File: src/rtl/ysyx_24090012_wbu.sv
// Write-back unit: retires LSU results into the GPR file, sequences CSR/trap requests and
// redirects the IFU. Define WBU_PERF_CNT_EN to build the retire and CSR-stall counters.
module ysyx_24090012_wbu (
    input  logic        clk,
    input  logic        rst,

    input  logic        lsu_wbu_valid,
    output logic        lsu_wbu_ready,
    input  logic [31:0] lsu_to_wbu_inst,
    input  logic [31:0] lsu_pc,
    input  logic [31:0] lsu_dnpc,
    input  logic [31:0] lsu_result,
    input  logic [31:0] lsu_rs1_data,

    output logic        gpr_wen,
    output logic [4:0]  gpr_waddr,
    output logic [31:0] gpr_wdata,

    output logic        wbu_csr_valid,
    input  logic        wbu_csr_ready,
    output logic [11:0] csr_addr,
    output logic [31:0] csr_wdata,
    input  logic [31:0] csr_rdata,
    output logic [31:0] wbu_csr_inst,
    output logic [31:0] wbu_csr_pc,
    input  logic [31:0] mtvec,
    input  logic [31:0] mepc,

    output logic        wbu_ifu_valid,
    input  logic        wbu_ifu_ready,
    output logic [31:0] wbu_next_pc,

    output logic [63:0] retire_cnt,
    output logic [31:0] csr_stall_cnt
);

    typedef enum logic [1:0] {
        StIdle,
        StExec,
        StCsr,
        StCommit
    } state_e;

    localparam logic [6:0] OpLui    = 7'b0110111;
    localparam logic [6:0] OpAuipc  = 7'b0010111;
    localparam logic [6:0] OpJal    = 7'b1101111;
    localparam logic [6:0] OpJalr   = 7'b1100111;
    localparam logic [6:0] OpLoad   = 7'b0000011;
    localparam logic [6:0] OpImm    = 7'b0010011;
    localparam logic [6:0] OpReg    = 7'b0110011;
    localparam logic [6:0] OpSystem = 7'b1110011;

    state_e      state_q, state_d;
    logic [31:0] inst_q, inst_d;
    logic [31:0] pc_q, pc_d;
    logic [31:0] dnpc_q, dnpc_d;
    logic [31:0] result_q, result_d;
    logic [31:0] rs1_q, rs1_d;

    // Decode of the latched instruction
    logic [6:0]  opcode;
    logic [2:0]  funct3;
    logic [4:0]  rd;
    logic [11:0] imm12;
    logic        is_system;
    logic        is_ecall;
    logic        is_mret;
    logic        is_csrrw;
    logic        is_csrrs;
    logic        is_csr_path;
    logic        rd_writer;
    logic        rd_nonzero;

    always_comb begin
        opcode      = inst_q[6:0];
        funct3      = inst_q[14:12];
        rd          = inst_q[11:7];
        imm12       = inst_q[31:20];
        is_system   = (opcode == OpSystem);
        is_ecall    = is_system && (funct3 == 3'b000) && (imm12 == 12'h000);
        is_mret     = is_system && (funct3 == 3'b000) && (imm12 == 12'h302);
        is_csrrw    = is_system && (funct3 == 3'b001);
        is_csrrs    = is_system && (funct3 == 3'b010);
        is_csr_path = is_ecall || is_mret || is_csrrw || is_csrrs;
        rd_nonzero  = (rd != 5'd0);
        unique case (opcode)
            OpLui, OpAuipc, OpJal, OpJalr, OpLoad, OpImm, OpReg: rd_writer = 1'b1;
            default:                                             rd_writer = 1'b0;
        endcase
    end

    // Next-state and input latching
    always_comb begin
        state_d  = state_q;
        inst_d   = inst_q;
        pc_d     = pc_q;
        dnpc_d   = dnpc_q;
        result_d = result_q;
        rs1_d    = rs1_q;
        unique case (state_q)
            StIdle: begin
                if (lsu_wbu_valid) begin
                    inst_d   = lsu_to_wbu_inst;
                    pc_d     = lsu_pc;
                    dnpc_d   = lsu_dnpc;
                    result_d = lsu_result;
                    rs1_d    = lsu_rs1_data;
                    state_d  = StExec;
                end
            end
            StExec: begin
                state_d = is_csr_path ? StCsr : StCommit;
            end
            StCsr: begin
                if (wbu_csr_ready) begin
                    state_d = StCommit;
                end
            end
            StCommit: begin
                if (wbu_ifu_ready) begin
                    state_d = StIdle;
                end
            end
            default: state_d = StIdle;
        endcase
    end

    always_ff @(posedge clk or negedge rst) begin
        if (!rst) begin
            state_q  <= StIdle;
            inst_q   <= 32'd0;
            pc_q     <= 32'd0;
            dnpc_q   <= 32'd0;
            result_q <= 32'd0;
            rs1_q    <= 32'd0;
        end else begin
            state_q  <= state_d;
            inst_q   <= inst_d;
            pc_q     <= pc_d;
            dnpc_q   <= dnpc_d;
            result_q <= result_d;
            rs1_q    <= rs1_d;
        end
    end

    // Outputs decode from registered state only, so reset clears the valids immediately
    always_comb begin
        lsu_wbu_ready = (state_q == StIdle);
        wbu_csr_valid = (state_q == StCsr);
        wbu_ifu_valid = (state_q == StCommit);
        wbu_csr_inst  = inst_q;
        wbu_csr_pc    = pc_q;
        csr_addr      = imm12;
        gpr_waddr     = rd;

        gpr_wen   = 1'b0;
        gpr_wdata = 32'd0;
        if ((state_q == StExec) && !is_csr_path && rd_writer && rd_nonzero) begin
            gpr_wen   = 1'b1;
            gpr_wdata = result_q;
        end else if ((state_q == StCsr) && wbu_csr_ready && (is_csrrw || is_csrrs) &&
                     rd_nonzero) begin
            gpr_wen   = 1'b1;
            gpr_wdata = csr_rdata;
        end

        csr_wdata = 32'd0;
        if (state_q == StCsr) begin
            if (is_csrrw) begin
                csr_wdata = rs1_q;
            end else if (is_csrrs) begin
                csr_wdata = csr_rdata | rs1_q;
            end else if (is_ecall) begin
                csr_wdata = pc_q;
            end
        end

        if (is_ecall) begin
            wbu_next_pc = mtvec;
        end else if (is_mret) begin
            wbu_next_pc = mepc;
        end else begin
            wbu_next_pc = dnpc_q;
        end
    end

`ifdef WBU_PERF_CNT_EN
    logic [63:0] retire_cnt_q, retire_cnt_d;
    logic [31:0] csr_stall_cnt_q, csr_stall_cnt_d;

    always_comb begin
        retire_cnt_d    = retire_cnt_q;
        csr_stall_cnt_d = csr_stall_cnt_q;
        if ((state_q == StCommit) && wbu_ifu_ready) begin
            retire_cnt_d = retire_cnt_q + 64'd1;
        end
        if ((state_q == StCsr) && !wbu_csr_ready) begin
            csr_stall_cnt_d = csr_stall_cnt_q + 32'd1;
        end
    end

    always_ff @(posedge clk or negedge rst) begin
        if (!rst) begin
            retire_cnt_q    <= 64'd0;
            csr_stall_cnt_q <= 32'd0;
        end else begin
            retire_cnt_q    <= retire_cnt_d;
            csr_stall_cnt_q <= csr_stall_cnt_d;
        end
    end

    assign retire_cnt    = retire_cnt_q;
    assign csr_stall_cnt = csr_stall_cnt_q;
`else
    assign retire_cnt    = 64'd0;
    assign csr_stall_cnt = 32'd0;
`endif

endmodule
File: config.mk
export PLATFORM = sky130hd
export DESIGN_NAME = ysyx_24090012_wbu
export DESIGN_NICKNAME = d
export VERILOG_FILES = /design/src/rtl/ysyx_24090012_wbu.sv
export SDC_FILE = /design/constraint.sdc
export NUM_CORES = 1
export LEC_CHECK = 0
export ABC_CLOCK_PERIOD_IN_PS = 3000
export BUFFER_PORTS_ARGS = -buffer_cell sky130_fd_sc_hd__buf_2
export CORE_AREA = 4 4 208 210
export DETAILED_ROUTE_END_ITERATION = 8
export DIE_AREA = 0 0 212 214
export GPL_ROUTABILITY_DRIVEN = 0
export PLACE_DENSITY = 0.44
export SLEW_MARGIN = 10
export SYNTH_ARGS = -nofsm -noshare
export SYNTH_HDL_FRONTEND = slang
export SYNTH_SLANG_ARGS = --single-unit
File: constraint.sdc
create_clock -name clk -period 3 [get_ports clk]
set_clock_uncertainty 0.15 [all_clocks]
set_input_delay 0.6 -clock clk [delete_from_list [all_inputs] [get_ports clk]]
set_output_delay 0.6 -clock clk [all_outputs]
set_load 0.05 [all_outputs]
---- Yosys cells after proc, flatten, opt, wreduce, memory -nomap -nowiden ----
Cells that the tools add are included.
W data, S select, Z words.
cells by class
  add/subtract/negate cells ............... 0
  $mul .................................... 0
  div/mod/pow operators ................... 0
  order comparisons ....................... 0
  equal/unequal tests ..................... 17
  shift operators ......................... 0
  multiplexer cells ....................... 16
  bitwise logic cells ..................... 1
  reduce and logical (&&, ||, !) cells .... 23
operators by type and width
  operator                count
  $mux W32                8
  $or A32 B32 Y32         1
  $eq A7 B7 Y1 const B    3
  $eq A7 B5 Y1 const B    2
  $eq A7 B6 Y1 const B    2
  $eq A12 B10 Y1 const B  1
  $logic_not A12 Y1       1
  $logic_and A1 B1 Y1     11
  $pmux W2 S4             1
  $eq A7 B2 Y1 const B    1
  $reduce_or A7 Y1        1
  $mux W2                 3
  $reduce_bool A5 Y1      1
  $eq A2 B2 Y1 const B    2
  $logic_or A1 B1 Y1      4
  $mux W1                 4
  $ne A2 B1 Y1 const B    2
  $eq A3 B1 Y1 const B    1
  $eq A3 B2 Y1 const B    1
  $logic_not A3 Y1        1
  $reduce_and A3 Y1       1
  $eq A2 B1 Y1 const B    1
  $logic_not A2 Y1        1
  $ne A2 B2 Y1 const B    1
  other kinds (2)         2
word-level totals
  bits in registers ....................... 162
  bits in latches ......................... 0
  bits in writable memories ............... 0
  memory bits (read-only) ................. 0
  output and inout port bits .............. 277
  memories ................................ 0

---- Longest topological paths before layout ----
  depth in word-level cells ............... 11
  gate-level depth with buffers ........... 7
  gate-level depth less buffers ........... 7

---- Least setup slack after synthesis ----
Ideal clock, no wire load.
  path kind ............................... reg2out
  start point ............................. register inst_q[27], in the netlist wbu_csr_inst[27]
  end point ............................... output wbu_next_pc[10]
  data arrival time ....................... 2680 ps
  required time ........................... 2250 ps
  slack ................................... -430 ps
  stages on the path, launching flop included .. 7
  path through ............................ dfrtp_1 or4_1 nor2_1 nand3_1 buf_2 mux2i_1 a21oi_1
on the way
  longest elaborated chain between the ends .. 4
  elaborated cells between the ends (all ways) .. 6
  those cells by class .................... 1 x eq/ne; 2 x mux; 3 x reduce/logical
RTL lines
  item                      line  text
  start: declaration        54    logic [31:0] inst_q, inst_d;
  start signal: assignment  138   inst_q <= inst_d;
  $eq A12 B10 Y1            81    is_mret = is_system && (funct3 == 3'b000) && (imm12 == 12'h302);
  $logic_and A1 B1 Y1       81
  $mux W32                  180   end else if (is_mret) begin
  $mux W32 (*)              178   if (is_ecall) begin
  end: declaration          31    output logic [31:0] wbu_next_pc,
Mark *: on every way between the ends. The rest lies on a longest branch, timed or not.

---- Final worst setup path ----
  start point ............................. register inst_q[25], in the netlist wbu_csr_inst[25]
  end point ............................... output csr_wdata[6]
on the way
  longest elaborated chain between the ends .. 6
RTL lines
  item                 line  text
  $logic_not A12 Y1    80    is_ecall = is_system && (funct3 == 3'b000) && (imm12 == 12'h000);
  $logic_and A1 B1 Y1  80
  $mux W32             173   end else if (is_ecall) begin
  $mux W32             171   end else if (is_csrrs) begin
  $mux W32             169   if (is_csrrw) begin
  $mux W32             168   if (state_q == StCsr) begin
  end: declaration     22    output logic [31:0] csr_wdata,
No other way between the ends.

==> key figures <==
Floorplan
  • I/O pin count: about 540
  • Die X: about 210 um
  • Die ar.: roughly 0.045 mm^2
  • Starting Density: between 20% and 30%
  • Core area: ~0.042 mm^2
  • Chip height: 214 um
  • Row cnt: between 70 and 80

Critical path
  • Slowest cell on crit path: or4_4
  • Buffer and inverter count on the worst path: 4
  • Top delay family on crit path: simple AND/OR/NAND/NOR gates
  • Max FO, Critical Path: 8
  • Worst path required time: ~2.3 ns
  • Slowest cell delay on critical path: ~0.55 ns
  • Crit path top cell by count: nor2_4
  • Reg2reg path depth: 6
  • CP Depth: 9
  • CP Launch Type: register
  • Worst Setup End Kind: primary output
  • Critical path class: reg -> out
  • WP data arrival: 2.53 ns
  • Worst path cell trace: or4_4 > nor2_4 > buf_6 > and3_4 > buf_12 > buf_16 > a21oi_1 > nor2_4 > buf_8

Timing
  • Setup WS post-layout: -0.281 ns
  • Final-report max-slew violation count: 0
  • RSZ-0062 raised after global routing: true
  • Final min period: 3.28 ns
  • Final setup fails: 97
  • Peak Freq: about 300 MHz
  • Slew HR: 57.5%
  • Worst Max-Slew Pin Slew: 0.638 ns
  • Final period util: 109%
  • Final Hold Vio Count: 0
  • Post-Route Setup TNS: -20.29 ns

Route
  • Routed WL: approximately 37000 um
  • DRC errors left: 0
  • Antenna Violating Nets Remaining: 0
  • Drt wl/cell: between 20 and 25 um
  • Via density: roughly 4.2
  • DRT Pass-1 Iters: 4
  • Via count: ~8000
  • DRT iter0 DRCs: approximately 240

Place
  • Placed Instance Area: 0.0123 mm^2
  • PortBufs: around 440
  • Hpwl dp: about 28000 um

Logic synthesis
  • Sequential area share after synthesis: a little under half
  • Synth Flop Type: dfrtp_1
  • Avg Cell Area, Syn: 10.7 um^2
  • Post-synth EDFFs: 0
  • Syn Inst Count: 824
  • Ys Warns: 0
  • Synth cell types: 32
  • Ys async rst share: between 90% and 100%
  • Synth Cell Area: between 0.008 and 0.009 mm^2
  • Seq cells post-synth: around 160

Worst hold path
  • Cell depth of the worst hold path: 2
  • Type of the most critical hold path: in -> reg

Global route
  • Met2 Track Usage GR: ~27%
  • Met1 GRT Util: 18.9%
  • Antenna violations before repair: 12
  • Vias in the first global route: 8313
  • Largest net degree at the start of global routing: approximately 100
  • Gr busiest metal: met2
  • Routing usage on met3: approximately 5.4%
  • First-pass GRT wire length: roughly 54000 um
  • Congestion Overflow GR: 0
  • GRT Util Overall: between 10% and 20%

Status
  • Failing checks: negative setup slack
  • Outcome: complete, but fails checks

Clocking
  • CTS root buf: clkbuf_16
  • Reg clk slew, reported paths: approximately 0.07 ns
  • H-tree depth: 4
  • CTS Sinks: 162
  • CTS tree: yes
  • Clk_lat worst skew: ~0.45 ns
  • Num CTS Buffers: 17
  • Clk buf depth: 2

Flow run
  • # Max-Cap Violations: 0

Finish
  • Area Growth Syn to Fin: 61.2%
  • Nets: between 1500 and 2000
  • Most frequent cells in the layout: 343 x buf_2, 160 x mux2_2, 157 x dfrtp_1, 96 x conb_1, 65 x o21ai_0
  • Ratio of cells with drive above 1 in the final layout: between 60% and 70%
  • Commonest non-fill, non-tap cell in the layout: buf_2
  • Finished layout cell area: 0.0143 mm^2

Power
  • Sw Pwr: 7.35 mW
  • P_int: ~7.7 mW
  • Peak supply drop: around 650 uV
  • PwrDens: approximately 1100 mW/mm^2
  • Logic gate share of total power: 57.1%
  • Clk pwr share: between 10% and 20%
  • Reg power frac: about 28%
  • Sw Ratio: just under 50%
  • Static leakage: roughly 6.5 nW
metal layers:
metal  wire (um)  up-vias
li1            -     3586
met1       14900     3805
met2       18700      357
met3        2890       44
met4         738        8
met5          47        -
cells by family (layout without fill, tap and decap cells):
logic type / after synthesis / after routing / synth area share, %
other cells: 1 / 103 / 0.0424
simple gates: 125 / 125 / 6.14
buf+inv: 170 / 541 / 12.2
fa+ha+maj: 4 / 4 / 0.566
compound gates: 170 / 170 / 11.3
mux: 192 / 192 / 24.0
flops: 162 / 162 / 45.8
registers in the layout, summed over array words and instances (netlist names):
signal and cells:
dnpc_q 32, result_q 32, rs1_q 32, wbu_csr_inst 32, wbu_csr_pc 32, state_q 2
power by group through the flow:
stage          combinational [mW]  clock, mW  sequential (mW)
2_1_floorplan                4.55          0             5.46
3_3_place_gp                 8.03          0             4.19
3_5_place_dp                 8.07          0             4.18
4_1_cts                      8.39       2.29             4.19
5_1_grt                      9.02       2.37             4.39
6_report                     8.58       2.21             4.24
final timing paths:
| path | from | endpoint | slack (ns) |
|---|---|---|---|
| worst max-delay path | wbu_csr_inst[25] | csr_wdata[6] | -0.28 |
| min in group asynchronous | rst | result_q[24] | 0.54 |
| worst max register to register | wbu_csr_inst[3] | state_q[0] | 0.87 |
| worst min-delay path | lsu_to_wbu_inst[25] | wbu_csr_inst[25] | 0.22 |
| max in group asynchronous | rst | dnpc_q[20] | 1.41 |
| worst min register to register | rs1_q[0] | rs1_q[0] | 0.35 |
cells in the mapped netlist (2+ instances only):
master	n	area share [%]
a21oi_1	67	3.8
a22o_1	32	3.2
and3_1	2	0.14
buf_1	6	0.25
buf_2	10	0.57
buf_4	113	9.6
clkbuf_1	36	1.5
dfrtp_1	162	46
ha_1	4	0.57
inv_1	5	0.21
mux2_2	160	20
mux2i_1	32	3.6
nand2_1	38	1.6
nand2b_1	3	0.21
nand3_1	3	0.17
nor2_1	67	2.8
nor3_1	3	0.17
o21ai_0	66	3.7
or4_1	2	0.17
stage by stage:
stage               std cells  hold slack [ns]  utilization [%]  total power, mW  setup slack, ns
global placement         1789            0.334             29.6             12.2           0.0745
CTS                      1827            0.183             32.8             14.9           -0.336
floorplan                 919            0.154                -             10.0          -0.0886
detailed placement       1789            0.339             29.6             12.3           0.0595
global route             1833            0.197             34.3             15.8           -0.403
finish                   1836            0.222             34.3             15.0           -0.281
what timing repair did:
action	CTS	global route
setup endpoints to repair	97	97
buffers inserted	3	0
resized for setup	214	126
endpoints found under the hold margin	48	0
hold buffers	1	0
pin swaps	4	21
cloned	2	2
final cells by class:
class / instances / area, um^2
Timing Repair Buffer: 504 / 3790
Multi-Input combinational cell: 587 / 5130
Fill cell: 4260 / 27300
Tap cell: 539 / 674
Antenna cell: 7 / 17.5
Clock buffer: 22 / 454
Sequential cell: 162 / 4060
Inverter: 5 / 18.8
Clock inverter: 10 / 110
No activity file was read; power rests on OpenSTA's default activity.
